===== src/rtl/mult_arb_pkg.sv =====
// Shared types and default sizing for the multiplier arbiter and its round-robin picker.
package mult_arb_pkg;

    localparam int DEF_NREQ = 4;
    localparam int DEF_SZ   = 32;
    localparam int DEF_CNTW = 16;

    typedef enum logic [1:0] {
        IDLE  = 2'd0,
        ISSUE = 2'd1,
        WAIT  = 2'd2,
        RESP  = 2'd3
    } state_e;

endpackage


===== src/rtl/mult_arbiter_rr_pick.sv =====
// Combinational round-robin pick: first requester after last_i, wrapping, that has req_i set.
module rr_pick #(
    parameter int NREQ = 4,
    parameter int IDW  = $clog2(NREQ)
) (
    input  logic [NREQ-1:0] req_i,
    input  logic [IDW-1:0]  last_i,
    output logic [IDW-1:0]  grant_o,
    output logic            any_o
);

    logic [IDW:0]   sum;
    logic [IDW-1:0] idx;

    always_comb begin
        grant_o = '0;
        any_o   = 1'b0;
        sum     = '0;
        idx     = '0;
        // Offsets 1..NREQ, so last_i itself is considered only after everyone else.
        for (int k = 1; k <= NREQ; k++) begin
            sum = {1'b0, last_i} + (IDW+1)'(k);
            if (sum >= (IDW+1)'(NREQ)) begin
                sum = sum - (IDW+1)'(NREQ);
            end
            idx = sum[IDW-1:0];
            if (!any_o && req_i[idx]) begin
                any_o   = 1'b1;
                grant_o = idx;
            end
        end
    end

endmodule


===== src/rtl/mult_arbiter.sv =====
// Round-robin scheduler sharing one external multiplier among NREQ requesters.
module mult_arbiter
    import mult_arb_pkg::*;
#(
    parameter int NREQ = DEF_NREQ,
    parameter int SZ   = DEF_SZ,
    parameter int IDW  = $clog2(NREQ),
    parameter int CNTW = DEF_CNTW
) (
    input  logic              clk,
    input  logic              _rst,
    input  logic [NREQ-1:0]   req_valid,
    output logic [NREQ-1:0]   req_ready,
    input  logic [NREQ*SZ-1:0] req_a,
    input  logic [NREQ*SZ-1:0] req_b,
    output logic [NREQ-1:0]   resp_valid,
    input  logic [NREQ-1:0]   resp_ready,
    output logic [2*SZ-1:0]   resp_data,
    output logic [IDW-1:0]    resp_id,
    output logic [SZ-1:0]     mul_a,
    output logic [SZ-1:0]     mul_b,
    output logic              mul_start,
    input  logic              mul_ready,
    input  logic [2*SZ-1:0]   mul_res,
    output logic              busy,
    output logic [CNTW-1:0]   jobs_done,
    output state_e            dbg_state
);

    // Handshakes: a transfer happens on a clock edge where valid and ready are
    // both high; req_ready is only offered in IDLE while the multiplier is idle,
    // and resp_valid is held with stable data until the owner's resp_ready.

    state_e            state_q, state_d;
    logic [IDW-1:0]    last_q, last_d;
    logic [SZ-1:0]     mul_a_q, mul_a_d, mul_b_q, mul_b_d;
    logic [IDW-1:0]    resp_id_q, resp_id_d;
    logic [2*SZ-1:0]   resp_data_q, resp_data_d;
    logic [NREQ-1:0]   resp_valid_q, resp_valid_d;
    logic              mul_start_q, mul_start_d;
    logic              busy_q, busy_d;
    logic [CNTW-1:0]   jobs_done_q, jobs_done_d;
    logic              skip_q, skip_d;

    logic [IDW-1:0]    pick_grant;
    logic              pick_any;
    logic [SZ-1:0]     a_slice [NREQ];
    logic [SZ-1:0]     b_slice [NREQ];

    always_comb begin
        for (int k = 0; k < NREQ; k++) begin
            a_slice[k] = req_a[k*SZ +: SZ];
            b_slice[k] = req_b[k*SZ +: SZ];
        end
    end

    rr_pick #(.NREQ(NREQ), .IDW(IDW)) u_pick (
        .req_i   (req_valid),
        .last_i  (last_q),
        .grant_o (pick_grant),
        .any_o   (pick_any)
    );

    always_comb begin
        state_d      = state_q;
        last_d       = last_q;
        mul_a_d      = mul_a_q;
        mul_b_d      = mul_b_q;
        resp_id_d    = resp_id_q;
        resp_data_d  = resp_data_q;
        resp_valid_d = resp_valid_q;
        jobs_done_d  = jobs_done_q;
        skip_d       = skip_q;
        req_ready    = '0;
        case (state_q)
            IDLE: begin
                if (pick_any && mul_ready) begin
                    req_ready[pick_grant] = 1'b1;
                    mul_a_d   = a_slice[pick_grant];
                    mul_b_d   = b_slice[pick_grant];
                    resp_id_d = pick_grant;
                    state_d   = ISSUE;
                end
            end
            ISSUE: begin
                state_d = WAIT;
                skip_d  = 1'b1;
            end
            WAIT: begin
                // The multiplier may still report ready in the cycle after start.
                if (skip_q) begin
                    skip_d = 1'b0;
                end else if (mul_ready) begin
                    resp_data_d             = mul_res;
                    resp_valid_d            = '0;
                    resp_valid_d[resp_id_q] = 1'b1;
                    state_d                 = RESP;
                end
            end
            RESP: begin
                if (resp_ready[resp_id_q]) begin
                    resp_valid_d = '0;
                    last_d       = resp_id_q;
                    jobs_done_d  = jobs_done_q + 1'b1;
                    state_d      = IDLE;
                end
            end
            default: state_d = IDLE;
        endcase
        mul_start_d = (state_d == ISSUE);
        busy_d      = (state_d != IDLE);
    end

    always_ff @(posedge clk or negedge _rst) begin
        if (!_rst) begin
            state_q      <= IDLE;
            last_q       <= IDW'(NREQ - 1);
            mul_a_q      <= '0;
            mul_b_q      <= '0;
            resp_id_q    <= '0;
            resp_data_q  <= '0;
            resp_valid_q <= '0;
            mul_start_q  <= 1'b0;
            busy_q       <= 1'b0;
            jobs_done_q  <= '0;
            skip_q       <= 1'b0;
        end else begin
            state_q      <= state_d;
            last_q       <= last_d;
            mul_a_q      <= mul_a_d;
            mul_b_q      <= mul_b_d;
            resp_id_q    <= resp_id_d;
            resp_data_q  <= resp_data_d;
            resp_valid_q <= resp_valid_d;
            mul_start_q  <= mul_start_d;
            busy_q       <= busy_d;
            jobs_done_q  <= jobs_done_d;
            skip_q       <= skip_d;
        end
    end

    assign resp_valid = resp_valid_q;
    assign resp_data  = resp_data_q;
    assign resp_id    = resp_id_q;
    assign mul_a      = mul_a_q;
    assign mul_b      = mul_b_q;
    assign mul_start  = mul_start_q;
    assign busy       = busy_q;
    assign jobs_done  = jobs_done_q;
    assign dbg_state  = state_q;

endmodule


===== config.mk =====
export PLATFORM = sky130hd
export DESIGN_NAME = mult_arbiter
export DESIGN_NICKNAME = d
export VERILOG_FILES = /design/src/rtl/mult_arb_pkg.sv /design/src/rtl/mult_arbiter_rr_pick.sv /design/src/rtl/mult_arbiter.sv
export SDC_FILE = /design/constraint.sdc
export NUM_CORES = 1
export LEC_CHECK = 0
export BUFFER_PORTS_ARGS = -buffer_cell sky130_fd_sc_hd__buf_2
export CAP_MARGIN = 20
export CORE_AREA = 10 10 183 185
export CTS_BUF_LIST = sky130_fd_sc_hd__clkbuf_4
export DETAILED_ROUTE_END_ITERATION = 16
export DIE_AREA = 0 0 193 195
export MAX_ROUTING_LAYER = met4
export PLACE_DENSITY = 0.62
export SYNTH_ARGS = -nofsm -noshare
export SYNTH_HDL_FRONTEND = slang
export SYNTH_HIERARCHICAL = 1
export SYNTH_SLANG_ARGS = --single-unit

===== constraint.sdc =====
create_clock -name clk -period 2.7 [get_ports clk]
set_input_delay 0 -clock clk [delete_from_list [all_inputs] [get_ports clk]]
set_output_delay 0 -clock clk [all_outputs]
set_load 0.02 [all_outputs]

Word level (Yosys, flattened, before mapping)
Index checks and enable logic that the tools add are counted.
{"block": "totals", "output_inout_bits": 158, "reg_bits": 157, "in_bits": 331}
{"block": "classes", "n_bitwise": 2, "n_addsub": 9, "n_mux": 44, "reduce_logical": 17, "magnitude_cmp": 13, "eq_ne": 7}
{"operator": "$bmux W32 S2", "count": 2}
{"operator": "$mux W32", "count": 4}
{"operator": "$mux W2", "count": 12}
{"operator": "$mux W4", "count": 5}
{"operator": "$lt A2 B3 Y1 const B", "count": 6}
{"operator": "$add A16 B1 Y16 const B", "count": 1}
{"operator": "$ge A3 B3 Y1 const B", "count": 5}
{"operator": "$mux W1", "count": 11}
{"operator": "$bmux W1 S2", "count": 5}
{"operator": "$pmux W2 S4", "count": 1}
{"operator": "$pmux W4 S2", "count": 1}
{"operator": "$sub A2 B1 Y2 const B", "count": 4}
{"operator": "$add A2 B2 Y3 const B", "count": 2}
{"operator": "$logic_and A1 B1 Y1", "count": 6}
{"operator": "$ne A2 B2 Y1 const B", "count": 3}
{"operator": "$reduce_bool A2 Y1", "count": 3}
{"operator": "$demux W1 S2", "count": 2}
{"operator": "$eq A2 B1 Y1 const B", "count": 2}
{"operator": "$eq A2 B2 Y1 const B", "count": 2}
{"operator": "$ge A2 B1 Y1 const B", "count": 2}
{"operator": "$reduce_and A2 Y1", "count": 2}
{"operator": "$reduce_and A4 Y1", "count": 1}
{"operator": "$add A2 B1 Y3 const B", "count": 1}
{"operator": "$add A2 B3 Y3 const B", "count": 1}
{"operator": "6 further kinds", "count": 8}

Longest topological paths before layout
{"block": "depth", "ltp_word": 21, "depth_mapped": 9, "depth_no_buf": 6}

Cells and area by module
Netlist, hierarchy kept.
{"module": "mult_arbiter", "cells_each": 617, "area_each_um2": 7686.1, "instances": 1}
{"module": "rr_pick", "cells_each": 14, "area_each_um2": 91.3, "instances": 1}

Worst setup path after synthesis
OpenSTA, ideal clock, no wires.
{"block": "synth_timing", "path_kind": "register to register", "startpoint": "register last_q[1]", "endpoint": "register mul_a_q[12], in the netlist mul_a[12]", "stages_incl_launch_ff": 10, "setup_slack_ns": 0.494, "synth_period_minus_slack_ns": 2.206, "setup_time_ns": 0.117, "required_time_ns": 2.583, "t_arrival_ns": 2.089, "path_cell_list": "dfstp_2 nand2b_1 a21oi_2 o221ai_2 clkbuf_1 buf_4 buf_4 mux4_2 nand2_1 nand2_1"}
{"block": "synth_between", "elab_chain_cells": 19, "word_cells_on_any_way": 44, "classes_between": "add/sub (8); order compare (4); mux (23); bitwise (1); reduce/logical (8)"}
{"element": "start: declaration", "line_no": "mult_arbiter.sv:35", "rtl": "logic [IDW-1:0] last_q, last_d;"}
{"element": "start signal: assignment", "line_no": "mult_arbiter.sv:117", "rtl": "last_q <= IDW'(NREQ - 1);"}
{"element": "start signal: assignment", "line_no": "mult_arbiter.sv:129", "rtl": "last_q <= last_d;"}
{"element": "$add A2 B1 Y3", "line_no": "mult_arbiter_rr_pick.sv:22", "rtl": "sum = {1'b0, last_i} + (IDW+1)'(k);"}
{"element": "$ge A3 B3 Y1 / $sub A2 B1 Y2 (equally long branches)", "line_no": "mult_arbiter_rr_pick.sv:23, mult_arbiter_rr_pick.sv:24"}
{"element": "$mux W2", "line_no": "mult_arbiter_rr_pick.sv:23", "rtl": "if (sum >= (IDW+1)'(NREQ)) begin"}
{"element": "$bmux W1 S2", "line_no": "mult_arbiter_rr_pick.sv:27", "rtl": "if (!any_o && req_i[idx]) begin"}
{"element": "$mux W1 (not written as such)", "line_no": "mult_arbiter_rr_pick.sv:27"}
{"element": "$mux W1", "line_no": "mult_arbiter_rr_pick.sv:27"}
{"element": "$logic_not A1 Y1", "line_no": "mult_arbiter_rr_pick.sv:27"}
{"element": "$logic_and A1 B1 Y1", "line_no": "mult_arbiter_rr_pick.sv:27"}
{"element": "[... 3 more ...]"}
{"element": "$mux W1", "line_no": "mult_arbiter_rr_pick.sv:27"}
{"element": "$logic_not A1 Y1", "line_no": "mult_arbiter_rr_pick.sv:27"}
{"element": "$logic_and A1 B1 Y1", "line_no": "mult_arbiter_rr_pick.sv:27"}
{"element": "$mux W2 (*)", "line_no": "mult_arbiter_rr_pick.sv:27"}
{"element": "via pick_grant[0]", "line_no": "mult_arbiter.sv:45", "rtl": "logic [IDW-1:0] pick_grant;"}
{"element": "$not A2 Y3 (not written as such) (*)", "line_no": "mult_arbiter.sv:79", "rtl": "mul_a_d = a_slice[pick_grant];"}
{"element": "$bmux W32 S2 (*)", "line_no": "mult_arbiter.sv:79"}
{"element": "$mux W32 (not written as such) (*) (2 in a row)", "line_no": "mult_arbiter.sv:79"}
{"element": "end signal: assignment", "line_no": "mult_arbiter.sv:130", "rtl": "mul_a_q <= mul_a_d;"}
{"element": "end: declaration", "line_no": "mult_arbiter.sv:36", "rtl": "logic [SZ-1:0] mul_a_q, mul_a_d, mul_b_q, mul_b_d;"}
Mark *: on every way through the listed nets, which the timed path passes. The rest lies on a longest branch. The select of a mux whose other input is x is not followed.
A chain may end at the register's enable or synchronous reset.

Worst setup path after layout
{"block": "layout_timing", "startpoint": "register last_q[1]", "endpoint": "register mul_b_q[1], in the netlist mul_b[1]"}
{"block": "layout_between", "elab_chain_cells": 19, "word_cells_on_any_way": 44, "classes_between": "add/sub (8); order compare (4); mux (23); bitwise (1); reduce/logical (8)"}
{"element": "$add A2 B1 Y3", "line_no": "mult_arbiter_rr_pick.sv:22"}
{"element": "$ge A3 B3 Y1 / $sub A2 B1 Y2 (equally long branches)", "line_no": "mult_arbiter_rr_pick.sv:23, mult_arbiter_rr_pick.sv:24"}
{"element": "$mux W2", "line_no": "mult_arbiter_rr_pick.sv:23"}
{"element": "$bmux W1 S2", "line_no": "mult_arbiter_rr_pick.sv:27"}
{"element": "$mux W1 (not written as such)", "line_no": "mult_arbiter_rr_pick.sv:27"}
{"element": "$mux W1", "line_no": "mult_arbiter_rr_pick.sv:27"}
{"element": "$logic_not A1 Y1", "line_no": "mult_arbiter_rr_pick.sv:27"}
{"element": "$logic_and A1 B1 Y1", "line_no": "mult_arbiter_rr_pick.sv:27"}
{"element": "[... 3 more ...]"}
{"element": "$mux W1", "line_no": "mult_arbiter_rr_pick.sv:27"}
{"element": "$logic_not A1 Y1", "line_no": "mult_arbiter_rr_pick.sv:27"}
{"element": "$logic_and A1 B1 Y1", "line_no": "mult_arbiter_rr_pick.sv:27"}
{"element": "$mux W2 (*)", "line_no": "mult_arbiter_rr_pick.sv:27"}
{"element": "via pick_grant[0]", "line_no": "mult_arbiter.sv:45"}
{"element": "$not A2 Y3 (not written as such) (*)", "line_no": "mult_arbiter.sv:80", "rtl": "mul_b_d = b_slice[pick_grant];"}
{"element": "$bmux W32 S2 (*)", "line_no": "mult_arbiter.sv:80"}
{"element": "$mux W32 (not written as such) (*) (2 in a row)", "line_no": "mult_arbiter.sv:80"}
{"element": "end signal: assignment", "line_no": "mult_arbiter.sv:131", "rtl": "mul_b_q <= mul_b_d;"}
{"element": "end: declaration", "line_no": "mult_arbiter.sv:36"}
Marks and branches as above.

==> results.yml <==
layout:
  syn_to_final_growth_pct: 83.09
  seqCellArea_um2: 3931
  final_util: 0.4742
  final_common_cell: "buf_2"
  fill_cells: 2621
  drive_gt1_frac: 0.4882
  nets: 1758
  layout_common_cells: "buf_2 (487), dlygate4sd3_1 (290), nand2_1 (205)"
  multi_input_area_um2: 3657
global_route:
  antenna_found_initial: 15
  gr-total-overflow: 0
  grt_pass1_vias: 9715
  grt_pass1_wl_mm: 57.22
  grt.total_usage: 0.2028
  grt_max_degree: 72
die:
  start_util: 0.2590
  pin_count: 489
  die_h_um: 195
  die_area_um2: 37640
  die_width_um: 193
  fp-row-count: 64
  fp.coreArea_um2: 30030
yosys:
  synth.distinct_cells: 41
  synth-simple-area-share: 0.1330
  syn_area_per_cell_um2: 12.33
  yosysSeqAreaShare: 0.5055
  synth-xor-area-share: 0.01689
  synth_top_family_by_area: "multiplexers"
  synth_area_um2: 7777
  syn-num-nets: 966
  synth-seq-cells: 157
  synth-adder-area-share: 0.006435
  netlist_instances: 631
  synth_area_leaders: "dfrtp_1 (50%), mux4_2 (19%), mux2_2 (10%)"
  yosysWarningCount: 6
  synth-compound-area-share: 0.01577
  yosys.area.top_type: "dfrtp_1"
  muxShareOfSynthArea: 0.2918
  synth_top_area_frac: 0.4987
critical_path:
  critPathMaxFanout: 6
  cp_slowest_stage_delay_ns: 0.60
  cp.required_ns: 3.18
  crit_path_frequent_cell: "nand2_1"
  r2r_slack_ns: 0.08
  reg2reg_depth: 8
  worst_setup_path_start_kind: "flip-flop"
  rr_startpoint: "last_q[1]$_DFFE_PN1P_"
  arrival_ns: 3.11
  worstPathBufferInverterCount: 2
  cp-startpoint: "last_q[1]$_DFFE_PN1P_"
  cp_cell_sequence: "nand2b_4 -> a21oi_2 -> o221ai_4 -> buf_4 -> mux4_2 -> dlygate4sd3_1 -> nand2_1 -> nand2_1"
  cp-end-kind: "flip-flop"
  cp_slowest_cell: "dfstp_2"
  rr_endpoint: "mul_b[1]$_DFFE_PN0P_"
  critical-path-top-delay-family: "buffers and inverters"
  worstSetupPathType: "reg -> reg"
clock_network:
  path_clk_slew_ns: 0.16
  cts_root_buf: "clkbuf_4"
  cts_sinks: 157
  clk_latency_ns: 0.58
  clock_path_buffers: 2
  htree_levels: 4
  cts_tree: "done"
  cts_made_buffers: 17
place:
  dpl.hpwl_mm: 25.49
  port-buffer-count: 488
  dpl_worst_slack_ns: 0.4336
  gp_congestion: 0.8342
power_and_ir_drop:
  report.power.total_mw: 12.54
  intPower_mw: 7.063
  p_leak_nw: 7.085
  vdd_drop_max_mv: 0.3893
  seqPwrFrac: 0.324
  combPwrFrac: 0.552
  pwr_density_cell_nw_per_um2: 880.6
  power.switching_mw: 5.477
  netSwitchingFraction: 0.4367
  clkPwrFrac: 0.124
sta:
  whs_ns: 0.03559
  setup_viol: 0
  fin_crit_sh: 0.9720
  hold_viol_final: 0
  skew_ns: 0.03043
  tightest_slew_ns: 0.4962
  finalCriticalPeriod_ns: 2.624
  clock.fmax_mhz: 381.0
  slew_headroom: 0.6692
  maxSlewViolCount: 0
  setup_ws_ns: 0.07560
  rsz0062_at_grt: "yes"
drt:
  drtAntennaViolNets: 0
  wl_per_cell_um: 20.86
  vias: 8697
  drtPass1Iterations: 5
  drc: 0
  viasPerCell: 4.701
  drtIter0Drc: 432
  routed_wl_mm: 38.59
hold_path:
  hold_path_class: "in -> reg"
  holdPathEnd: "mul_b[25]$_DFFE_PN0P_"
  hold_depth: 5
  hp-start: "req_b[57]"
outcome:
  status: "finished clean"
flow_run:
  drv_cap: 0
metal layers:
metal,global-route usage,up-vias,wire length (um)
met1,0.2211,4179,14160
met3,0.05488,120,3575
met2,0.3328,583,19170
met5,-,-,0
met4,0.1043,0,1687
li1,-,3815,-
area by class of cell:
| cell class | count | area share |
|---|---|---|
| Timing Repair Buffer | 816 | 0.4055 |
| Sequential cell | 157 | 0.2761 |
| Multi-Input combinational cell | 423 | 0.2568 |
| Tap cell | 396 | 0.03479 |
| Clock inverter | 15 | 0.01256 |
| Clock buffer | 17 | 0.008962 |
| Antenna cell | 18 | 0.003163 |
| Inverter | 8 | 0.002109 |
tightest hold or removal path: cells and delay by family:
family / cells / cell delay [ns]
buffers and inverters: 2 / 0.26
multiplexers: 1 / 0.22
AND/OR/NAND/NOR: 2 / 0.10
cell usage after synthesis, drive strengths merged:
cell and number:
nand2 205, dfrtp 155, mux2 70, mux4 64, buf 23, clkbuf 20, xnor2 14, nand3 9
inv 8, nand2b 7, nand4 7, nor2 7, and3 4, ha 4, mux2i 4, a21oi 3
a21boi 2, and2 2, dfstp 2, nor2b 2, nor3 2, nor3b 2, o21ai 2, o32ai 2
a21o 1, a22o 1, a31oi 1, and2b 1, and3b 1, nor4 1, o221ai 1, o22ai 1
o32a 1, or3b 1, xor2 1
power groups by stage:
| stage | sequential [mW] | combinational [mW] | clock [mW] |
|---|---|---|---|
| floorplan | 5.27 | 2.70 | 0 |
| global placement | 4.02 | 6.12 | 0 |
| detailed placement | 4.07 | 6.21 | 0 |
| CTS | 4.03 | 6.67 | 1.63 |
| global route | 4.19 | 7.44 | 1.73 |
| finish | 4.06 | 6.93 | 1.55 |
how the worst max path moves through the flow:
stage                                       end  cells past startpoint
after global routing       mul_b[5]$_DFFE_PN0P_                      8
after floorplan           mul_a[12]$_DFFE_PN0P_                      9
after CTS                 mul_b[18]$_DFFE_PN0P_                      8
after global placement     mul_b[4]$_DFFE_PN0P_                      7
final                      mul_b[1]$_DFFE_PN0P_                      8
after detailed placement  mul_a[11]$_DFFE_PN0P_                      7
state kept, by name (all words and copies together), names as in the netlist:
| name | flops |
|---|---|
| skip_q | 1 |
| resp_valid | 4 |
| busy | 1 |
| dbg_state | 2 |
| mul_a | 32 |
| resp_id | 2 |
| mul_start | 1 |
| resp_data | 64 |
| jobs_done | 16 |
| mul_b | 32 |
| last_q | 2 |
cells by family after synthesis:
logic type | Yosys count
compound gates | 15
xor+xnor | 15
fa+ha+maj | 4
buf+inv | 51
flops | 157
mux | 138
simple gates | 251
what timing repair did:
item | in CTS | in global routing
setup buffers | 0 | 17
cloned | 0 | 1
pin swaps | 0 | 2
hold buffers | 293 | 0
setup endpoints to repair | 1 | 18
endpoints found under the hold margin | 290 | 0
gates resized for setup | 1 | 7
through the flow:
| step | setup TNS (ns) | cell area (um2) | std cells |
|---|---|---|---|
| after floorplan | 0 | 7777 | 631 |
| after global placement | 0 | 10750 | 1489 |
| after detailed placement | 0 | 10750 | 1489 |
| after CTS | 0 | 14010 | 1814 |
| after global routing | -0.04452 | 14240 | 1849 |
| final | 0 | 14240 | 1850 |
Note: power is estimated with default switching activity, not from simulation.
